==> config.mk <==
export PLATFORM = sky130hd
export DESIGN_NAME = input_debouncer
export DESIGN_NICKNAME = d
export VERILOG_FILES = /design/src/rtl/input_debouncer.sv
export SDC_FILE = /design/constraint.sdc
export NUM_CORES = 1
export LEC_CHECK = 0
export ABC_AREA = 0
export CORE_AREA = 2 2 39 41
export CTS_CLUSTER_DIAMETER = 40
export DETAILED_ROUTE_END_ITERATION = 7
export DIE_AREA = 0 0 41 43
export HOLD_SLACK_MARGIN = 0.02
export SETUP_SLACK_MARGIN = 0.4
export SLEW_MARGIN = 20
export SYNTH_ARGS = -nofsm -noshare
export SYNTH_HDL_FRONTEND = slang
export SYNTH_SLANG_ARGS = --single-unit
==> constraint.sdc <==
create_clock -name clk -period 2.6 [get_ports clk]
set_input_delay 0.26 -clock clk [delete_from_list [all_inputs] [get_ports clk]]
set_output_delay 0.26 -clock clk [all_outputs]
set_load 0.005 [all_outputs]
==> src/rtl/input_debouncer.sv <==
// -----------------------------------------------------------------------------
// input_debouncer
//
// Turns a raw, asynchronous, bouncy input (switch, external pin) into a clean
// level for the downstream edge_detector. A new input level is accepted only
// after it has been seen on the synchronised signal for DEBOUNCE_CYCLES
// consecutive clocks. Any reversal while qualifying throws the candidate
// away, so one real input change yields exactly one db_out transition.
//
// Pipeline: SYNC_STAGES-flop synchroniser -> 4-state debounce FSM ->
//           registered level out.
//
// Parameters
//   DEBOUNCE_CYCLES  consecutive stable synced cycles to accept a level (>=1)
//   SYNC_STAGES      synchroniser depth (>=2)
//   RESET_LEVEL      synchroniser flops and db_out value during/after reset
//
// Ports
//   clk             in   1  single clock, all state on posedge
//   reset           in   1  synchronous, active-low reset (0 = in reset)
//   raw_i           in   1  raw asynchronous input (only ever registered)
//   db_out          out  1  debounced level, direct flop output
//   busy_out        out  1  high while a candidate change is being qualified
//   glitch_cnt_out  out  8  saturating count of aborted candidates
//                           (only when DEBOUNCER_GLITCH_CNT_EN is defined)
//
// Configuration macro
//   DEBOUNCER_GLITCH_CNT_EN  adds glitch_cnt_out and its counter. Without it
//                            the port and logic are absent; everything else
//                            behaves identically.
// -----------------------------------------------------------------------------
module input_debouncer #(
   parameter int   DEBOUNCE_CYCLES = 16,
   parameter int   SYNC_STAGES     = 2,
   parameter logic RESET_LEVEL     = 1'b0
) (
   input  logic       clk,
   input  logic       reset,
   input  logic       raw_i,
   output logic       db_out,
   output logic       busy_out
`ifdef DEBOUNCER_GLITCH_CNT_EN
   ,
   output logic [7:0] glitch_cnt_out
`endif
);

   // Counter only ever holds 0..DEBOUNCE_CYCLES-1, so this width never wraps.
   localparam int                CNT_W     = $clog2(DEBOUNCE_CYCLES + 1);
   localparam logic [CNT_W-1:0]  CNT_ZERO  = CNT_W'(0);
   localparam logic [CNT_W-1:0]  CNT_ONE   = CNT_W'(1);
   localparam logic [CNT_W-1:0]  CNT_LAST  = CNT_W'(DEBOUNCE_CYCLES - 1);
   // With a one-cycle window the first differing sample already qualifies,
   // so the WAIT states are skipped entirely.
   localparam logic              IMMEDIATE = (DEBOUNCE_CYCLES == 1);

   generate
      if (DEBOUNCE_CYCLES < 1) begin : g_bad_debounce_cycles
         $error("input_debouncer: DEBOUNCE_CYCLES must be >= 1");
      end
      if (SYNC_STAGES < 2) begin : g_bad_sync_stages
         $error("input_debouncer: SYNC_STAGES must be >= 2");
      end
   endgenerate

   typedef enum logic [1:0] {
      ST_STABLE_LO = 2'd0,
      ST_WAIT_HI   = 2'd1,
      ST_STABLE_HI = 2'd2,
      ST_WAIT_LO   = 2'd3
   } state_t;

   localparam state_t ST_RESET = RESET_LEVEL ? ST_STABLE_HI : ST_STABLE_LO;

   logic [SYNC_STAGES-1:0] r_sync;
   logic                   w_sync;
   state_t                 r_state;
   logic [CNT_W-1:0]       r_cnt;
   logic                   r_db;
   logic                   r_busy;

   // Oldest synchroniser stage is the only view of raw_i the FSM ever gets.
   assign w_sync = r_sync[SYNC_STAGES-1];

   // Synchroniser shift chain: raw_i enters at bit 0, exits at the top bit.
   always_ff @(posedge clk) begin
      if (!reset) begin
         r_sync <= {SYNC_STAGES{RESET_LEVEL}};
      end else begin
         r_sync <= {r_sync[SYNC_STAGES-2:0], raw_i};
      end
   end

   // Debounce FSM: qualifies candidate levels and owns db_out / busy_out.
   always_ff @(posedge clk) begin
      if (!reset) begin
         r_state <= ST_RESET;
         r_cnt   <= CNT_ZERO;
         r_db    <= RESET_LEVEL;
         r_busy  <= 1'b0;
      end else begin
         case (r_state)
            ST_STABLE_LO: begin
               if (w_sync) begin
                  if (IMMEDIATE) begin
                     r_state <= ST_STABLE_HI;
                     r_db    <= 1'b1;
                     r_cnt   <= CNT_ZERO;
                     r_busy  <= 1'b0;
                  end else begin
                     r_state <= ST_WAIT_HI;
                     r_db    <= 1'b0;
                     r_cnt   <= CNT_ONE;
                     r_busy  <= 1'b1;
                  end
               end else begin
                  r_state <= ST_STABLE_LO;
                  r_db    <= 1'b0;
                  r_cnt   <= CNT_ZERO;
                  r_busy  <= 1'b0;
               end
            end

            ST_WAIT_HI: begin
               if (!w_sync) begin
                  // Reversal: drop the candidate completely.
                  r_state <= ST_STABLE_LO;
                  r_db    <= 1'b0;
                  r_cnt   <= CNT_ZERO;
                  r_busy  <= 1'b0;
               end else if (r_cnt >= CNT_LAST) begin
                  // ">=" rather than "==" so a corrupted count still exits.
                  r_state <= ST_STABLE_HI;
                  r_db    <= 1'b1;
                  r_cnt   <= CNT_ZERO;
                  r_busy  <= 1'b0;
               end else begin
                  r_state <= ST_WAIT_HI;
                  r_db    <= 1'b0;
                  r_cnt   <= r_cnt + CNT_ONE;
                  r_busy  <= 1'b1;
               end
            end

            ST_STABLE_HI: begin
               if (!w_sync) begin
                  if (IMMEDIATE) begin
                     r_state <= ST_STABLE_LO;
                     r_db    <= 1'b0;
                     r_cnt   <= CNT_ZERO;
                     r_busy  <= 1'b0;
                  end else begin
                     r_state <= ST_WAIT_LO;
                     r_db    <= 1'b1;
                     r_cnt   <= CNT_ONE;
                     r_busy  <= 1'b1;
                  end
               end else begin
                  r_state <= ST_STABLE_HI;
                  r_db    <= 1'b1;
                  r_cnt   <= CNT_ZERO;
                  r_busy  <= 1'b0;
               end
            end

            ST_WAIT_LO: begin
               if (w_sync) begin
                  r_state <= ST_STABLE_HI;
                  r_db    <= 1'b1;
                  r_cnt   <= CNT_ZERO;
                  r_busy  <= 1'b0;
               end else if (r_cnt >= CNT_LAST) begin
                  r_state <= ST_STABLE_LO;
                  r_db    <= 1'b0;
                  r_cnt   <= CNT_ZERO;
                  r_busy  <= 1'b0;
               end else begin
                  r_state <= ST_WAIT_LO;
                  r_db    <= 1'b1;
                  r_cnt   <= r_cnt + CNT_ONE;
                  r_busy  <= 1'b1;
               end
            end

            default: begin
               r_state <= ST_RESET;
               r_db    <= RESET_LEVEL;
               r_cnt   <= CNT_ZERO;
               r_busy  <= 1'b0;
            end
         endcase
      end
   end

   assign db_out   = r_db;
   assign busy_out = r_busy;

`ifdef DEBOUNCER_GLITCH_CNT_EN
   logic [7:0] r_glitch_cnt;
   logic       w_abort;

   // Saturating increment so a noisy pin can never make the count wrap.
   function automatic logic [7:0] sat_inc8(input logic [7:0] value);
      if (value == 8'hFF) begin
         return 8'hFF;
      end else begin
         return value + 8'd1;
      end
   endfunction

   // An abort is exactly the WAIT -> STABLE transition back to the old level.
   assign w_abort = ((r_state == ST_WAIT_HI) && !w_sync) ||
                    ((r_state == ST_WAIT_LO) &&  w_sync);

   // Aborted-candidate counter, cleared only by reset.
   always_ff @(posedge clk) begin
      if (!reset) begin
         r_glitch_cnt <= 8'h00;
      end else if (w_abort) begin
         r_glitch_cnt <= sat_inc8(r_glitch_cnt);
      end else begin
         r_glitch_cnt <= r_glitch_cnt;
      end
   end

   assign glitch_cnt_out = r_glitch_cnt;
`endif

endmodule
==> run_results.csv <==
group,metric,value,unit
setup_path,cpPeakStageDelay,0.55,ns
grt,grt_antenna_before_repair,0,
setup_path,crit_path_end_kind,"primary output",
final_layout,stdcell_area,492,um2
floorplan,die_y,43,um
worst_hold_path,hold_class,"flip-flop to flip-flop",
run,maxCapViolCount,0,
final_layout,post-route-util,0.355,
timing,slew_violations,0,
final_layout,nets,56,
logic_synthesis,synth_edf_count,0,
outcome,status,"finished, final reports clean",
final_layout,antenna_cells,0,
setup_path,cp.required,2.34,ns
route,drtPass1Iterations,4,
logic_synthesis,ys_seq_area_frac,0.506,
floorplan,die_area,1760,um2
floorplan,io_pins,5,
final_layout,final_cell_mix,"dfxtp_1, nand4_1, nor2_1, clkdlybuf4s50_1",
setup_path,crit_end,"busy_out",
setup_path,cp_cell_sequence,"clkdlybuf4s50_1",
setup_path,r2r_setup_slack,1.08,ns
final_layout,final-instance-count-excl-fill,66,
logic_synthesis,yosys_warnings,0,
logic_synthesis,synthesis.area,395,um2
setup_path,reg2regPathDepth,6,
route,vias,318,
logic_synthesis,syn_nets,47,
timing,rsz0062_at_grt,"no",
logic_synthesis,avgSynthCellArea,9.41,um2
logic_synthesis,yosysUniqueCellTypes,17,
clock_network,clock_sinks,10,
place,numPortBuffers,4,
place,gp_congestion,0.811,
final_layout,mostFrequentLayoutCell,"dfxtp_1",
setup_path,critPathBufInv,1,
setup_path,r2r_end,"r_cnt[4]",
clock_network,cts_buffers,3,
timing,finalCritPeriodShare,0.587,
setup_path,cp-start-kind,"flip-flop",
final_layout,drive_above_1_share,0.0800,
final_layout,syn2layout_area_growth,24.4,%
timing,max_freq,655,MHz
timing,setup_tns,0,ns
clock_network,cts_hold_buf,0,
setup_path,cp.depth,1,
route,antenna_left,0,
place,place_hpwl,475,um
timing,hold_violations,0,
timing,worst_pin_slew,0.250,ns
route,routed_wl,629,um
timing,fin_ws,1.07,ns
logic_synthesis,syn_inst,42,
grt,grt_max_degree,9,
clock_network,cts_tree,"built",
grt,grt_usage,0.101,
clock_network,post_cts_buffers,0,
timing,fin_crit,1.53,ns
logic_synthesis,async_flop_share,0,
setup_path,critPathTopFamily,"buffers and inverters",
power,powerDensity,617,nW/um2
power,p_leak,0.200,nW
clock_network,htree_num_levels,1,
floorplan,fp.coreArea,1380,um2
route,via_per_inst,4.82,
logic_synthesis,synthFlopType,"dfxtp_1",
floorplan,initial_utilization,0.286,
clock_network,clk_latency,0.27,ns
setup_path,crit_fanout,8,
floorplan,placementRows,14,
final_layout,fill_cells,150,
floorplan,fp.dieW,41,um
setup_path,cp_slowest_cell,"clkdlybuf4s50_1",
setup_path,criticalPathCategory,"flip-flop to primary output",
logic_synthesis,synth-seq-cells,10,
setup_path,startpoint,"r_state[0]",
place,dp.cells,62,
clock_network,path_clk_slew,0.06,ns
route,post_drt_wl_per_cell,9.53,um
place,place_area,455,um2
setup_path,arrival,1.27,ns
place,pre_cts_ws,1.09,ns
grt,grt_pass1_vias,294,
grt,grt.overflow.total,0,
route,drtIter0Drc,4,
power,vdd_drop_max,0.240,mV
clock_network,cts_buffer_depth,2,
timing,fin_skew,0.00137,ns
clock_network,cts_resized,0,
grt,grt_pass1_wl,1120,um
clock_network,root_buffer,"clkbuf_4",
route,drc,0,
worst_hold_path,min_from,"r_sync[0]",
timing,maxSlewHeadroom,0.833,
setup_path,r2r-start,"r_cnt[0]",
timing,setup_viol,0,
==> kinds of logic after synthesis <==
logic type / count (synthesis) / share of synthesized area
simple gates: 22 / 0.297
flops: 10 / 0.506
buf+inv: 2 / 0.0190
fa+ha+maj: 2 / 0.0633
xor+xnor: 3 / 0.0665
compound gates: 3 / 0.0475
==> routing by layer <==
| layer | vias up | part of all wire | wire (um) | track usage |
|---|---|---|---|---|
| li1 | 165 | - | - | - |
| met1 | 141 | 0.45 | 285 | 0.131 |
| met2 | 9 | 0.47 | 293 | 0.113 |
| met3 | 3 | 0.040 | 25 | 0.0471 |
| met4 | 0 | 0.040 | 25 | 0.100 |
| met5 | - | 0 | 0 | 0 |
==> state kept, by name, indices dropped and copies added, names as in the netlist <==
signal,flops
r_state,2
r_sync,2
r_cnt,5
db_out,1
==> power by group <==
part | internal [mW] | switching (mW)
clock network | 0.0851 | 0.0528
logic | 0.00513 | 0.00317
registers | 0.155 | 0.00187
total | 0.246 | 0.0579
==> stage by stage <==
stage                     power (mW)  hold WS, ns
after global routing           0.318        0.456
final                          0.304        0.436
after CTS                      0.309        0.443
after floorplan                0.163        0.382
after detailed placement       0.169        0.425
after global placement         0.169        0.430
==> area by class of cell <==
type	count	area, um2	area share
clock buffer	4	36.3	0.0738
tap	16	20.0	0.0407
sequential	10	200	0.407
timing repair buffer	4	40.0	0.0814
inverter	2	7.51	0.0153
multi-input combinational	30	188	0.382
==> synthesized netlist by cell type, types with 2 or more instances <==
cell | count | area share
a21oi_1 | 2 | 0.025
and2_1 | 3 | 0.047
dfxtp_1 | 10 | 0.51
ha_1 | 2 | 0.063
inv_1 | 2 | 0.019
nand2_1 | 3 | 0.028
nand3_1 | 2 | 0.025
nand4_1 | 5 | 0.079
nor2_1 | 4 | 0.038
xor2_1 | 2 | 0.044
==> worst min path at each step <==
stage	end	slack, ns	depth (start not counted)
after floorplan	r_sync[0]	0.38	1
after global placement	r_sync[1]	0.43	1
after detailed placement	r_sync[1]	0.42	1
after CTS	r_sync[1]	0.44	1
after global routing	r_sync[1]	0.46	1
final	r_sync[1]	0.44	1
(Power assumes the default switching activity.)
